==> src/rtl/logic_unit_pkg.sv <==
// Shared opcode definitions and legality helper for the bitwise logic unit.
// LOGIC_UNIT_ZBB_EN enables the ANDN/ORN/XNOR opcodes.
package logic_unit_pkg;

    localparam int LU_OP_W = 3;

    typedef enum logic [LU_OP_W-1:0] {
        LU_AND  = 3'd0,
        LU_OR   = 3'd1,
        LU_XOR  = 3'd2,
        LU_ANDN = 3'd3,
        LU_ORN  = 3'd4,
        LU_XNOR = 3'd5,
        LU_RSV6 = 3'd6,
        LU_RSV7 = 3'd7
    } lu_op_e;

    function automatic logic lu_is_legal(lu_op_e op);
`ifdef LOGIC_UNIT_ZBB_EN
        return (op <= LU_XNOR);
`else
        return (op <= LU_XOR);
`endif
    endfunction

endpackage

==> src/rtl/logic_unit_if.sv <==
// Operand/result handshake bundle for logic_unit; slave is the unit's view.
interface logic_unit_if #(parameter int WIDTH = 32);
    import logic_unit_pkg::*;

    logic             in_valid;
    logic             in_ready;
    lu_op_e           in_op;
    logic [WIDTH-1:0] in_a;
    logic [WIDTH-1:0] in_b;
    logic             out_valid;
    logic             out_ready;
    logic [WIDTH-1:0] out_result;
    logic             out_zero;
    logic             out_err;

    modport master (
        output in_valid, in_op, in_a, in_b, out_ready,
        input  in_ready, out_valid, out_result, out_zero, out_err
    );

    modport slave (
        input  in_valid, in_op, in_a, in_b, out_ready,
        output in_ready, out_valid, out_result, out_zero, out_err
    );

endinterface

==> src/rtl/logic_unit_fifo2.sv <==
// Two-entry result buffer kept as head/tail registers; head always drives the output.
module fifo2 #(
    parameter int DW = 8
) (
    input  logic          clk,
    input  logic          rstn,
    input  logic          in_valid,
    output logic          in_ready,
    input  logic [DW-1:0] in_data,
    output logic          out_valid,
    input  logic          out_ready,
    output logic [DW-1:0] out_data
);

    logic [1:0]    count;
    logic [DW-1:0] head_q;
    logic [DW-1:0] tail_q;
    logic          push;
    logic          pop;

    // in_ready depends only on stored count, never on out_ready.
    assign in_ready  = rstn && (count != 2'd2);
    assign out_valid = (count != 2'd0);
    assign out_data  = head_q;
    assign push      = in_valid && in_ready;
    assign pop       = out_valid && out_ready;

    always_ff @(posedge clk or negedge rstn) begin
        if (!rstn) begin
            count  <= 2'd0;
            head_q <= '0;
            tail_q <= '0;
        end else begin
            if (pop && (count == 2'd2))
                head_q <= tail_q;
            if (push) begin
                if ((count == 2'd0) || ((count == 2'd1) && pop))
                    head_q <= in_data;
                else
                    tail_q <= in_data;
            end
            case ({push, pop})
                2'b10:   count <= count + 2'd1;
                2'b01:   count <= count - 2'd1;
                default: count <= count;
            endcase
        end
    end

endmodule

==> src/rtl/logic_unit.sv <==
// Pipelined WIDTH-bit bitwise logic unit: opcode decode/compute feeding a 2-entry buffer.
// LOGIC_UNIT_ZBB_EN adds ANDN/ORN/XNOR; otherwise those opcodes report out_err.
module logic_unit
    import logic_unit_pkg::*;
#(
    parameter int WIDTH = 32
) (
    input  logic         clk,
    input  logic         rstn,
    logic_unit_if.slave  lu
);

    logic [WIDTH-1:0] res;
    logic             zero;
    logic             err;
    logic [WIDTH+1:0] head;

    always_comb begin
        res = '0;
        case (lu.in_op)
            LU_AND:  res = lu.in_a & lu.in_b;
            LU_OR:   res = lu.in_a | lu.in_b;
            LU_XOR:  res = lu.in_a ^ lu.in_b;
`ifdef LOGIC_UNIT_ZBB_EN
            LU_ANDN: res = lu.in_a & ~lu.in_b;
            LU_ORN:  res = lu.in_a | ~lu.in_b;
            LU_XNOR: res = ~(lu.in_a ^ lu.in_b);
`endif
            default: res = '0;
        endcase
    end

    assign err  = !lu_is_legal(lu.in_op);
    assign zero = (res == '0);

    fifo2 #(.DW(WIDTH + 2)) u_fifo2 (
        .clk       (clk),
        .rstn      (rstn),
        .in_valid  (lu.in_valid),
        .in_ready  (lu.in_ready),
        .in_data   ({err, zero, res}),
        .out_valid (lu.out_valid),
        .out_ready (lu.out_ready),
        .out_data  (head)
    );

    assign lu.out_result = head[WIDTH-1:0];
    assign lu.out_zero   = head[WIDTH];
    assign lu.out_err    = head[WIDTH+1];

endmodule

==> src/flat_wrapper.sv <==
// flat-port wrapper written by rule: the top's interface ports become plain ports
module logic_unit_flat import logic_unit_pkg::*;
#(
    parameter int WIDTH = 32
)
  (clk, rstn, lu_in_valid, lu_in_op, lu_in_a, lu_in_b, lu_out_ready, lu_in_ready, lu_out_valid, lu_out_result, lu_out_zero, lu_out_err);
  logic_unit_if #(.WIDTH(WIDTH)) lu_i ();
  input  logic clk;
  input  logic rstn;
  input wire logic [$bits(lu_i.in_valid)-1:0] lu_in_valid;
  input wire logic [$bits(lu_i.in_op)-1:0] lu_in_op;
  input wire logic [$bits(lu_i.in_a)-1:0] lu_in_a;
  input wire logic [$bits(lu_i.in_b)-1:0] lu_in_b;
  input wire logic [$bits(lu_i.out_ready)-1:0] lu_out_ready;
  output wire logic [$bits(lu_i.in_ready)-1:0] lu_in_ready;
  output wire logic [$bits(lu_i.out_valid)-1:0] lu_out_valid;
  output wire logic [$bits(lu_i.out_result)-1:0] lu_out_result;
  output wire logic [$bits(lu_i.out_zero)-1:0] lu_out_zero;
  output wire logic [$bits(lu_i.out_err)-1:0] lu_out_err;
  assign lu_i.in_valid = lu_in_valid;
  assign lu_i.in_op = lu_in_op;
  assign lu_i.in_a = lu_in_a;
  assign lu_i.in_b = lu_in_b;
  assign lu_i.out_ready = lu_out_ready;
  assign lu_in_ready = lu_i.in_ready;
  assign lu_out_valid = lu_i.out_valid;
  assign lu_out_result = lu_i.out_result;
  assign lu_out_zero = lu_i.out_zero;
  assign lu_out_err = lu_i.out_err;
  logic_unit #(.WIDTH(WIDTH)) u_core (.clk(clk), .rstn(rstn), .lu(lu_i));
endmodule
==> config.mk <==
export PLATFORM = sky130hd
export DESIGN_NAME = logic_unit_flat
export DESIGN_NICKNAME = d
export VERILOG_FILES = /design/src/rtl/logic_unit_pkg.sv /design/src/rtl/logic_unit_if.sv /design/src/rtl/logic_unit_fifo2.sv /design/src/rtl/logic_unit.sv /design/src/flat_wrapper.sv
export SDC_FILE = /design/constraint.sdc
export NUM_CORES = 1
export LEC_CHECK = 0
export BUFFER_PORTS_ARGS = -buffer_cell sky130_fd_sc_hd__buf_2
export CORE_MARGIN = 4
export CORE_UTILIZATION = 30
export CTS_CLUSTER_DIAMETER = 40
export DETAILED_ROUTE_END_ITERATION = 10
export GPL_ROUTABILITY_DRIVEN = 0
export PLACE_DENSITY = 0.51
export REMOVE_ABC_BUFFERS = 1
export SKIP_LAST_GASP = 1
export SLEW_MARGIN = 10
export SYNTH_ARGS = -nofsm -noshare
export SYNTH_HDL_FRONTEND = slang
export SYNTH_SLANG_ARGS = --single-unit
==> constraint.sdc <==
create_clock -name clk -period 4.7 [get_ports clk]
set_input_delay 0.705 -clock clk [delete_from_list [all_inputs] [get_ports clk]]
set_output_delay 0.705 -clock clk [all_outputs]
set_load 0.01 [all_outputs]
== Word level (Yosys, flattened, before mapping) ==
Cells that the tools add are included.

* Input port bits: 71
* Logic and storage cells: 35
* Output and inout port bits: 36
* Flip-flop bits (word level): 70

* Magnitude comparators: 1
* Eq/ne operators: 7
* Reductions and logical operators: 13
* Add/subtract/negate cells: 2
* Bitwise operators: 4
* Mux-type cells: 5

{| class="wikitable"
|+ Operator list
! cell !! count
|-
| $mux W34 || 3
|-
| $pmux W32 S3 || 1
|-
| $and A32 B32 Y32 || 1
|-
| $logic_not A32 Y1 || 1
|-
| $or A32 B32 Y32 || 1
|-
| $xor A32 B32 Y32 || 1
|-
| $logic_and A1 B1 Y1 || 5
|-
| $eq A2 B1 Y1 const B || 2
|-
| $eq A2 B2 Y1 const B || 2
|-
| $pmux W2 S2 || 1
|-
| $reduce_bool A2 Y1 || 2
|-
| $eq A3 B1 Y1 const B || 1
|-
| $eq A3 B2 Y1 const B || 1
|-
| $le A3 B2 Y1 const B || 1
|-
| $logic_not A3 Y1 || 1
|-
| $add A2 B1 Y2 const B || 1
|-
| $logic_not A2 Y1 || 1
|-
| $ne A2 B2 Y1 const B || 1
|-
| $reduce_and A2 Y1 || 1
|-
| $sub A2 B1 Y2 const B || 1
|-
| $logic_not A1 Y1 || 1
|-
| $logic_or A1 B1 Y1 || 1
|-
| $not A1 Y1 || 1
|}

== Logic depth before layout (Yosys ltp) ==
Gate-level depths: netlist of run 1.

* Depth in word-level cells: 6
* Depth in mapped cells: 8
* Depth with buffers taken out: 8

== By module ==
A second synthesis of run 1 with hierarchy kept.

* Cell total of the unflattened synthesis: 505
* Area, all modules: 5,401.4 um^2

{| class="wikitable"
|+ Modules (own cells, without submodules)
! module !! sequential area each (um^2) !! area each (um^2) !! times used !! cells an instance
|-
| fifo2 || 1,751.7 || 3,265.6 || 1 || 201
|-
| logic_unit || 0.0 || 2,135.8 || 1 || 304
|}

== Least setup slack after synthesis of run 1 ==
Ideal clock, no wire load.

* Path kind: input -> register
* From: input port rstn
* To: register u_core.u_fifo2.head_q[23], in the netlist u_core.u_fifo2.out_data[23]
* Arrival: 1.974 ns
* Setup slack: 2.593 ns
* Required time: 4.567 ns
* Setup time: 0.133 ns
* Path buffers: 2
* Cell stages on the path: 6
* Path through: nor2b_1 > nand2_1 > nor2_1 > clkbuf_1 > buf_1 > a21oi_1

* Longest elaborated chain between the ends: 3

{| class="wikitable"
|+ Ends and longest elaborated chain
! what !! RTL line !! source
|-
| start: declaration || flat_wrapper.sv:9 || <nowiki>input logic rstn;</nowiki>
|-
| $logic_and A1 B1 Y1 || logic_unit_fifo2.sv:22 || <nowiki>assign in_ready = rstn && (count != 2'd2);</nowiki>
|-
| $logic_and A1 B1 Y1 || logic_unit_fifo2.sv:25 || <nowiki>assign push = in_valid && in_ready;</nowiki>
|-
| $mux W34 || logic_unit_fifo2.sv:36 || <nowiki>if (push) begin</nowiki>
|-
| end signal: assignment || logic_unit_fifo2.sv:35 || <nowiki>head_q <= tail_q;</nowiki>
|-
| end signal: assignment || logic_unit_fifo2.sv:38 || <nowiki>head_q <= in_data;</nowiki>
|-
| end: declaration || logic_unit_fifo2.sv:16 || <nowiki>logic [DW-1:0] head_q;</nowiki>
|}

Every way passes these cells.
A chain may end at the register's enable or synchronous reset.

== Final worst setup path of run 1 ==
* From: input port lu_in_op[2]
* To: register u_core.u_fifo2.head_q[32], in the netlist u_core.u_fifo2.out_data[32]

* Longest elaborated chain between the ends: 5
* Elaborated cells between the ends (all ways): 7
* Classes of those cells: eq/ne (2); mux (3); reduce/logical (2)

{| class="wikitable"
|+ Ends and longest elaborated chain
! what !! RTL line !! source
|-
| start: declaration || flat_wrapper.sv:11 || <nowiki>input wire logic [$bits(lu_i.in_op)-1:0] lu_in_op;</nowiki>
|-
| $eq A3 B2 Y1, or another cell as far along || logic_unit.sv:20 || <nowiki>case (lu.in_op)</nowiki>
|-
| $pmux W32 S3 (*) || logic_unit.sv:20 ||
|-
| $logic_not A32 Y1 (*) || logic_unit.sv:34 || <nowiki>assign zero = (res == '0);</nowiki>
|-
| $mux W34 (*) || logic_unit_fifo2.sv:37 || <nowiki>if ((count == 2'd0) || ((count == 2'd1) && pop))</nowiki>
|-
| $mux W34 (*) || logic_unit_fifo2.sv:36 ||
|}

Every way passes the cells marked *; elsewhere a longest branch is shown, timed or not.

==> out/metrics.cfg, run 1 <==
[sta]
hold_ws_ns=0.2402
tightest_slew_ns=1.264
fin_setup_tns_ns=0
period_needed_ns=2.793
fmax_mhz=358.1
fin_crit_sh_pct=59.42
setup_slack_ns=1.907
slew_violations=0
finClkSkew_ns=0.005632
hold_viol=0
rsz0062_at_grt=false
setup-violations-final=0
relSlewSlack_pct=15.62

[cts]
clk_pin_slew_ns=0.06
cts_buffers=9
clock_path_buffers=2
cts_tree=built
cts.sink_count=70
root_buffer=clkbuf_16
cts_resized=0
clock_latency_ns=0.33
htreeDepth=3
cts_setup_buffers=0
holdBufCountCts=0

[critical_path]
rr_startpoint=u_core.u_fifo2.count[0]
worst-path-max-fanout=26
startpoint=lu_in_op[2]
end_kind=flop
critPathRequiredTime_ns=4.90
worstSetupPathType=in2reg
start_kind=input port
arrival_ns=3.00

[logic_synthesis]
synth_edf_count=0
synthesis.instances=560
avgSynthCellArea_um2=8.837
ys_warn_count=0
synth_seq_cells=70
synth_commonest_cells=70 x dfrtp_1, 68 x ha_1, 68 x inv_1, 68 x nand2_1, 41 x o21ai_0
yosysSeqAreaShare_pct=35.40
synth_top_cell_area_share_pct=35.40
synthFlopType=dfrtp_1
syn_area_um2=4948
async_flop_share_pct=100.0
ys_types=27
synth.most_common_cell=dfrtp_1
synth_top_area_cell=dfrtp_1
synthTopCellsByArea=dfrtp_1 35%, ha_1 17%, mux2_2 7.7%

[floorplan]
core_area_um2=16000
initial_core_util_pct=30.93
ioPinCount=107
die_y_um=136.4
die_w_um=136.4
row_count=46
die_area_um2=18610

[drt]
drt-initial-drc-count=185
via_per_inst=4.645
antenna_left=0
drc=0
vias=4041
wl_mm=12.55
first_pass_iters=4
wl_per_cell_um=14.42

[run_status]
status=finished, final reports clean

[placed_design]
dp_hpwl_mm=9.265
dp_cells=854
place_ws_ns=1.575
port-buffer-count=106
place_area_um2=5670

[global_route]
grt_max_degree=55
globalRouteMet1Util_pct=17.32
grt_pass1_vias=4102
grt_usage_pct=13.86
busiest_layer=met2
use_met2_pct=24.46
grt.met3_usage_pct=2.850
antenna_found_initial=0
gr-total-overflow=0
grt_first_pass_wirelength_mm=20.22

[layout]
layout.nets=788
drive_above_1_share_pct=27.37
design_area_um2=5953
stdcell_count=870
area_growth_pct=20.30
fin_util_pct=37.21
diodes=0

[pwr]
p_total_mw=2.728
ir_drop_v=0.0002568
power_leakage_nw=3.105
powerDensity_nw_per_um2=458.3

[run]
max-cap-violations=0

[hold_path]
hp-class=in2async

[cells by family after synthesis]
kind of cell	Yosys count	share of synthesized area [%]
compound gates	98	11.93
xor+xnor	2	0.3540
fa+ha+maj	68	17.19
buf+inv	100	7.813
flops	70	35.40
mux	43	9.558
simple gates	179	17.75
[placed cells by master, fill, tap and decap left out, types with 4 or more instances in the layout]
master     netlist  layout
nor2_1          28      26
nand3b_1         4       4
clkinv_2         0       4
mux2_2          34      34
clkbuf_16        0       9
a211oi_1         4       4
dfrtp_1         70      70
buf_2            5     105
nor4_1           4       4
nand2_1         68      67
nor3_1           4       4
a21oi_1         28      28
or2_1            9       9
nor2b_1         36      35
nand4_1          5       5
inv_1           68      68
nand2b_1         4       4
buf_4            1       5
ha_1            68      68
or2_2           16      16
o21ai_0         41      41
mux2i_1          9       9
a32oi_1         24      24
[final timing paths]
check	end	slack, ns	depth (start not counted)
worst max-delay path	u_core.u_fifo2.out_data[32]	1.91	7
worst min register to register	u_core.u_fifo2.tail_q[6]	0.48	2
min in group clk	u_core.u_fifo2.tail_q[6]	0.48	2
worst min-delay path	u_core.u_fifo2.out_data[28]	0.24	1
worst max register to register	u_core.u_fifo2.tail_q[31]	2.13	6
max in group asynchronous	u_core.u_fifo2.tail_q[26]	3.50	2
[cell type report]
type                       count  area [µm²]
sequential                    70        1752
timing repair buffer         110       563.0
clock buffer                  11       232.7
inverter                      68       255.2
multi-input combinational    390        2830
clock inverter                 5       50.05
tap                          216       270.3
fill                        1684       10050
[worst max-delay path: stages]
cell	delay, ns
buf_2	0.29
nor2_2	1.04
a32oi_1	0.36
nand4_1	0.28
nor4_1	0.09
nand4_1	0.13
a21oi_1	0.07
[flip-flops by register name, indices dropped and copies added (netlist names)]
register                 flops
u_core.u_fifo2.count         2
u_core.u_fifo2.out_data     34
u_core.u_fifo2.tail_q       34
[per-layer routing]
layer	routed length (µm)	part of all wire (%)
met1	5705	45
met2	6198	49
met3	520	4.1
met4	123	0.98
met5	0	0
[report_power, final]
part | switching, mW | leakage, nW | internal (mW)
logic | 0.551 | 2.07 | 0.472
clock network | 0.243 | 0.143 | 0.407
registers | 0.162 | 0.893 | 0.895
(Power assumes the default switching activity.)
==> inputs of run 2 (changes only) <==
--- a/config.mk
+++ b/config.mk
@@ -5,13 +5,14 @@
 export SDC_FILE = /design/constraint.sdc
 export NUM_CORES = 1
 export LEC_CHECK = 0
+export ABC_AREA = 1
 export BUFFER_PORTS_ARGS = -buffer_cell sky130_fd_sc_hd__buf_2
 export CORE_MARGIN = 4
 export CORE_UTILIZATION = 30
 export CTS_CLUSTER_DIAMETER = 40
 export DETAILED_ROUTE_END_ITERATION = 10
 export GPL_ROUTABILITY_DRIVEN = 0
-export PLACE_DENSITY = 0.51
+export PLACE_DENSITY = 0.53
 export REMOVE_ABC_BUFFERS = 1
 export SKIP_LAST_GASP = 1
 export SLEW_MARGIN = 10
==> constraint.sdc (replaced) <==
create_clock -name clk -period 2.54 [get_ports clk]
set_input_delay 0.381 -clock clk [delete_from_list [all_inputs] [get_ports clk]]
set_output_delay 0.381 -clock clk [all_outputs]
set_load 0.01 [all_outputs]
==> run 2 against run 1 <==
Effect of this change:
- total power up 72%
- clock skew down 0.0010 ns
- flip-flop and latch count unchanged
- clock power up 92%
- worst setup slack worse by 1.3 ns
- die area down 0.21%
- design area up 0.82%
- register-to-register slack worse by 1.4 ns
- sequential share of layout area down 0.24 points
- utilization up 0.30 points
- highest routed layer is now met5
==> out/metrics.cfg, run 2 <==
[run_status]
status=finished, final reports clean

[logic_synthesis]
avgSynthCellArea_um2=7.436  ; -16%
async_flop_share_pct=100.0  ; unchanged
syn_area_um2=4937  ; -0.23%
synth.most_common_cell=inv_1
synth_top_cell_area_share_pct=35.48  ; +0.081 points
ys_types=23  ; -15%
yosysSeqAreaShare_pct=35.48  ; +0.081 points
synthFlopType=dfrtp_1
synth_edf_count=0  ; unchanged
synth_seq_cells=70  ; unchanged
synth_commonest_cells=107 x inv_1, 104 x nor2_1, 100 x nand2_1
synth_top_area_cell=dfrtp_1
synthesis.instances=664  ; +19%
ys_warn_count=0  ; unchanged
synthTopCellsByArea=dfrtp_1 35%, ha_1 17%, inv_1 8.1%

[floorplan]
core_area_um2=16000  ; unchanged
initial_core_util_pct=30.86  ; -0.070 points
die_w_um=136.3  ; -0.11%
die_y_um=136.3  ; -0.11%
row_count=46  ; unchanged
die_area_um2=18570  ; -0.21%
ioPinCount=107  ; unchanged

[sta]
hold_viol=0  ; unchanged
fmax_mhz=510.4
fin_crit_sh_pct=77.14
finClkSkew_ns=0.004589  ; -0.001044 ns
tightest_slew_ns=0.6398  ; -0.6245 ns
slew_violations=0  ; unchanged
relSlewSlack_pct=57.24  ; +42 points
setup-violations-final=0  ; unchanged
period_needed_ns=1.959
rsz0062_at_grt=false
setup_slack_ns=0.5807  ; -1.327 ns

[global_route]
gr-total-overflow=0  ; unchanged
grt_pass1_vias=4225  ; +3.0%
grt_first_pass_wirelength_mm=21.91  ; +8.4%
antenna_found_initial=1  ; +1
grt_max_degree=69  ; +25%
grt_usage_pct=14.95  ; +1.1 points

[critical_path]
start_kind=input port
critPathRequiredTime_ns=2.73  ; -2.17 ns
cp_slowest_cell=nor2_2
reg2reg_depth=8  ; +2
rrSetupSlack_ns=0.74  ; -1.39 ns
worstSetupPathType=in2reg
cpMostUsedCell=nor2_1
end_kind=flop
rr_startpoint=u_core.u_fifo2.count[0]
cpPeakStageDelay_ns=0.46  ; -0.58 ns
arrival_ns=2.15  ; -0.85 ns
worst-path-max-fanout=21  ; -19%
r2r_end=u_core.u_fifo2.out_data[9]
worstPathCellList=buf_2 > nor2_2 > nand2_2 > nor2_1 > nor2_1 > nand2_1 > nor2_1 > nand2_1 > nor2_1 > nand2_1 > o21ai_1

[hold_path]
hp-class=in2async

[cts]
clk_pin_slew_ns=0.06  ; about the same
cts_buffers=9  ; unchanged
cts_tree=built
htreeDepth=3  ; unchanged
root_buffer=clkbuf_16
clock_latency_ns=0.33  ; about the same
cts.sink_count=70  ; unchanged
holdBufCountCts=0  ; unchanged
clock_path_buffers=2  ; unchanged
cts_resized=0  ; unchanged
cts_setup_buffers=0  ; unchanged

[placed_design]
place_ws_ns=0.2310  ; -1.344 ns
port-buffer-count=106  ; unchanged
dp_cells=965  ; +13%
dp_hpwl_mm=9.882  ; +6.7%

[layout]
diodes=0  ; unchanged
drive_above_1_share_pct=18.19  ; -9.2 points
layout.nets=899  ; +14%
stdcell_count=980  ; +13%
fin_util_pct=37.51  ; +0.30 points
area_growth_pct=21.57
mostFrequentLayoutCell=inv_1
mostFrequentLayoutCells=107 x inv_1, 105 x buf_2, 103 x nor2_1

[drt]
drc=0  ; unchanged
wl_per_cell_um=13.86  ; -3.9%
antenna_left=0  ; unchanged
vias=4430  ; +9.6%
wl_mm=13.58  ; +8.2%
first_pass_iters=4  ; unchanged
via_per_inst=4.520  ; -2.7%
drt-initial-drc-count=285  ; +54%

[pwr]
power_leakage_nw=3.430  ; +10%
ir_drop_v=0.0003558  ; +39%
powerDensity_nw_per_um2=780.9  ; +70%
p_total_mw=4.687  ; +72%

[run]
max-cap-violations=0  ; unchanged

[run 2: cell types whose count changed in the layout (fill, tap and decap cells not counted), moves of 9 or more]
cell / delta
o22ai_1: +14
mux2_2: -34
inv_1: +39
nor2_1: +77
a21oi_1: -21
nor2b_1: -35
a32oi_1: -24
or2_2: -16
nand2_1: +33
nand3b_1: +14
or2_1: -9
o21ai_0: +30
nand3_1: +42
[run 2: worst max-delay path: cells and delay by family]
kind | cells | cell delay, ns
and+or+nand+nor | 9 | 1.55
AOI/OAI and AO/OA | 1 | 0.06
buffers and inverters | 1 | 0.15
[run 2: kinds of logic (layout without fill, tap and decap cells)]
logic type | count (synthesis) | after routing | synth area share [%]
flip-flops | 70 | 70 | 35.48
AO/OA/AOI/OAI | 105 | 105 | 11.43
multiplexers | 4 | 4 | 0.8110
buffers and inverters | 142 | 242 | 11.20
AND/OR/NAND/NOR | 273 | 273 | 23.49
adder cells (fa/ha/maj) | 68 | 68 | 17.23
XOR/XNOR | 2 | 2 | 0.3549
[run 2: worst max path at each step]
| stage | start | endpoint | slack (ns) | depth (start not counted) |
|---|---|---|---|---|
| 2_1_floorplan | lu_in_op[1] | u_core.u_fifo2.tail_q[32] | -0.64 | 10 |
| 3_3_place_gp | lu_in_op[2] | u_core.u_fifo2.tail_q[32] | 0.28 | 11 |
| 3_5_place_dp | lu_in_op[0] | u_core.u_fifo2.tail_q[32] | 0.23 | 11 |
| 4_1_cts | lu_in_op[0] | u_core.u_fifo2.tail_q[32] | 0.57 | 11 |
| 5_1_grt | lu_in_op[0] | u_core.u_fifo2.tail_q[32] | 0.36 | 11 |
| 6_report | lu_in_op[0] | u_core.u_fifo2.tail_q[32] | 0.58 | 11 |
[run 2: per-stage QoR]
| step | area, µm² | hold WS (ns) | TNS (ns) |
|---|---|---|---|
| finish | 6002 | 0.1247 | 0 |
| global route | 6002 | 0.1715 | 0 |
| CTS | 6002 | 0.1521 | 0 |
| detailed placement | 5712 | 0.4724 | 0 |
| global placement | 5712 | 0.4682 | 0 |
| floorplan | 4793 | 0.08541 | -10.44 |
[run 2: routing by layer]
layer | GRT usage, % | part of all wire [%]
met5 | 0 | 0.059
met1 | 21.03 | 47
met2 | 23.58 | 45
met4 | 2.576 | 0.48
met3 | 3.738 | 6.5
[run 2: layout make-up]
cell class | count | area [µm²]
Inverter | 109 | 409.1
Multi-Input combinational cell | 452 | 2645
Fill cell | 1737 | 9998
Clock buffer | 11 | 242.7
Clock inverter | 4 | 47.55
Tap cell | 216 | 270.3
Timing Repair Buffer | 118 | 635.6
Sequential cell | 70 | 1752
[run 2: where the power goes]
group	switching (mW)	total, mW	internal [mW]
registers	0.238	1.78	1.55
clock network	0.470	1.25	0.778
logic	0.998	1.66	0.658
==> inputs of run 3 (changes only) <==
--- a/config.mk
+++ b/config.mk
@@ -12,7 +12,7 @@
 export CTS_CLUSTER_DIAMETER = 40
 export DETAILED_ROUTE_END_ITERATION = 10
 export GPL_ROUTABILITY_DRIVEN = 0
-export PLACE_DENSITY = 0.53
+export PLACE_DENSITY = 0.51
 export REMOVE_ABC_BUFFERS = 1
 export SKIP_LAST_GASP = 1
 export SLEW_MARGIN = 10
==> constraint.sdc (replaced) <==
create_clock -name clk -period 2 [get_ports clk]
set_input_delay 0.3 -clock clk [delete_from_list [all_inputs] [get_ports clk]]
set_output_delay 0.3 -clock clk [all_outputs]
set_load 0.01 [all_outputs]
==> run 3 against run 2 <==
Effect of this change:
- global-route usage up 1.0 points
- via count up 1.8%
- flip-flop and latch count unchanged
- first-iteration DRC count down 16%
- highest routed layer is now met4
- critical path type is now reg2reg
- register-to-register slack worse by 0.56 ns
==> out/metrics.cfg, run 3 (synthesis gave the netlist of run 2 again) <==
[drt]
vias=4509  ; +1.8%
wl_per_cell_um=14.56  ; +5.1%
wl_mm=14.42  ; +6.1%
drt-initial-drc-count=239  ; -16%
via_per_inst=4.555  ; +0.76%
antenna_left=0  ; unchanged
first_pass_iters=5  ; +1
drc=0  ; unchanged

[placed_design]
port-buffer-count=106  ; unchanged
dp_hpwl_mm=10.44  ; +5.6%
place_ws_ns=-0.3498  ; -0.5809 ns
dp_cells=975  ; +1.0%

[layout]
multi_input_area_um2=2659  ; +0.52%
fillCellCount=1756  ; +1.1%
stdcell_count=990  ; +1.0%
mostFrequentLayoutCell=inv_1
area_growth_pct=23.87
regArea_um2=1752  ; unchanged
drive_above_1_share_pct=19.25  ; +1.1 points
mostFrequentLayoutCells=107 x inv_1, 105 x buf_2, 102 x nor2_1
diodes=0  ; unchanged
layout.nets=910  ; +1.2%

[global_route]
grt_pass1_vias=4253  ; +0.66%
grt_usage_pct=15.96  ; +1.0 points
antenna_found_initial=0  ; -1
grt_max_degree=69  ; unchanged
gr-total-overflow=0  ; unchanged
grt_first_pass_wirelength_mm=22.81  ; +4.1%

[cts]
clock_path_buffers=2  ; unchanged
clock_latency_ns=0.33  ; about the same
cts_buffers=9  ; unchanged
htreeDepth=3  ; unchanged
holdBufCountCts=0  ; unchanged
clk_pin_slew_ns=0.06  ; about the same
cts_tree=built
root_buffer=clkbuf_16
cts.sink_count=70  ; unchanged

[pwr]
power_leakage_nw=3.497  ; +1.9%
powerDensity_nw_per_um2=987.6  ; +26%
ir_drop_v=0.0004591  ; +29%
p_total_mw=6.040  ; +29%

[critical_path]
end_kind=flop
critPathCapture=u_core.u_fifo2.out_data[24]
worst-path-max-fanout=23  ; +9.5%
arrival_ns=2.03  ; -0.12 ns
critPathRequiredTime_ns=2.21  ; -0.52 ns
cpMostUsedCell=nor2_2
worstSetupPathType=reg2reg
startpoint=u_core.u_fifo2.count[0]
worstPathCellList=inv_1 > ha_1 > nor2_2 > nand2_1 > nor2_2 > inv_2 > buf_12 > o32ai_1
cp_slowest_cell=dfrtp_1
rrSetupSlack_ns=0.18  ; -0.56 ns
reg2reg_depth=8  ; unchanged
r2r_end=u_core.u_fifo2.out_data[24]
cpPeakStageDelay_ns=0.38  ; -0.08 ns
start_kind=flop
rr_startpoint=u_core.u_fifo2.count[0]

[sta]
fmax_mhz=550.1
period_needed_ns=1.818
hold_viol=0  ; unchanged
finClkSkew_ns=0.004184  ; -0.0004047 ns
rsz0062_at_grt=true
slew_violations=0  ; unchanged
relSlewSlack_pct=40.71  ; -17 points
tightest_slew_ns=0.8884  ; +0.2486 ns
setup-violations-final=0  ; unchanged
fin_crit_sh_pct=90.89
setup_slack_ns=0.1821  ; -0.3986 ns

[floorplan]
initial_core_util_pct=30.86  ; unchanged
die_y_um=136.3  ; unchanged
die_area_um2=18570  ; unchanged
row_count=46  ; unchanged
ioPinCount=107  ; unchanged
core_area_um2=16000  ; unchanged
die_w_um=136.3  ; unchanged

[run_status]
status=finished, final reports clean

[hold_path]
hp-class=in2async

[run]
max-cap-violations=0  ; unchanged

## run 3: timing repair
action | in CTS | in global routing
hold endpoints to repair | 0 | 0
gates cloned | 1 | 0
pin swaps | 1 | 0
buffers inserted | 0 | 0
endpoints found under the setup margin | 2 | 6
gates resized for setup | 0 | 2
## run 3: critical path: cells and delay by family (launching register included)
| family | cells | cell delay, ns |
|---|---|---|
| adder cells (fa/ha/maj) | 1 | 0.22 |
| buffers and inverters | 3 | 0.37 |
| AND/OR/NAND/NOR | 3 | 0.41 |
| AO/OA/AOI/OAI | 1 | 0.31 |
| flip-flops | 1 | 0.38 |
## run 3: through the flow
| step | area (µm²) | hold WS (ns) | utilization [%] | TNS (ns) |
|---|---|---|---|---|
| after floorplan | 4793 | 0.004409 | - | -40.56 |
| after detailed placement | 5812 | 0.4500 | 36.32 | -2.623 |
| after global routing | 6116 | 0.1219 | 38.22 | -0.009761 |
| final | 6116 | 0.08097 | 38.22 | 0 |
| after CTS | 6108 | 0.09433 | 38.18 | 0 |
| after global placement | 5812 | 0.4529 | 36.32 | -2.250 |
## run 3: area by class of cell
| cell class | count | share of cell area, % |
|---|---|---|
| timing repair buffer | 128 | 12.03 |
| multi-input combinational | 453 | 43.47 |
| tap | 216 | 4.419 |
| inverter | 109 | 6.690 |
| sequential | 70 | 28.64 |
| clock inverter | 1 | 0.4910 |
| clock buffer | 13 | 4.255 |
## run 3: layer usage
metal	GRT usage, %	up-vias	wire, µm
met5	0	-	0
met4	3.527	0	121
met3	3.146	10	684
met2	25.18	110	6602
met1	22.65	2073	7007
li1	-	2316	-
## run 3: worst min-delay path by stage
stage / from / slack (ns) / cells past startpoint / endpoint
floorplan: rstn / 0.004 / 0 / u_core.u_fifo2.count[0]
global placement: rstn / 0.45 / 2 / u_core.u_fifo2.tail_q[18]
global route: rstn / 0.12 / 2 / u_core.u_fifo2.out_data[10]
finish: rstn / 0.08 / 2 / u_core.u_fifo2.out_data[31]
CTS: rstn / 0.09 / 2 / u_core.u_fifo2.tail_q[18]
detailed placement: rstn / 0.45 / 2 / u_core.u_fifo2.tail_q[18]
## run 3: report_power, final
part / switching (mW) / total (mW) / leakage, nW / internal (mW)
Combinational: 1.30 / 2.18 / 2.45 / 0.886
Clock: 0.568 / 1.59 / 0.142 / 1.02
Sequential: 0.307 / 2.27 / 0.903 / 1.96
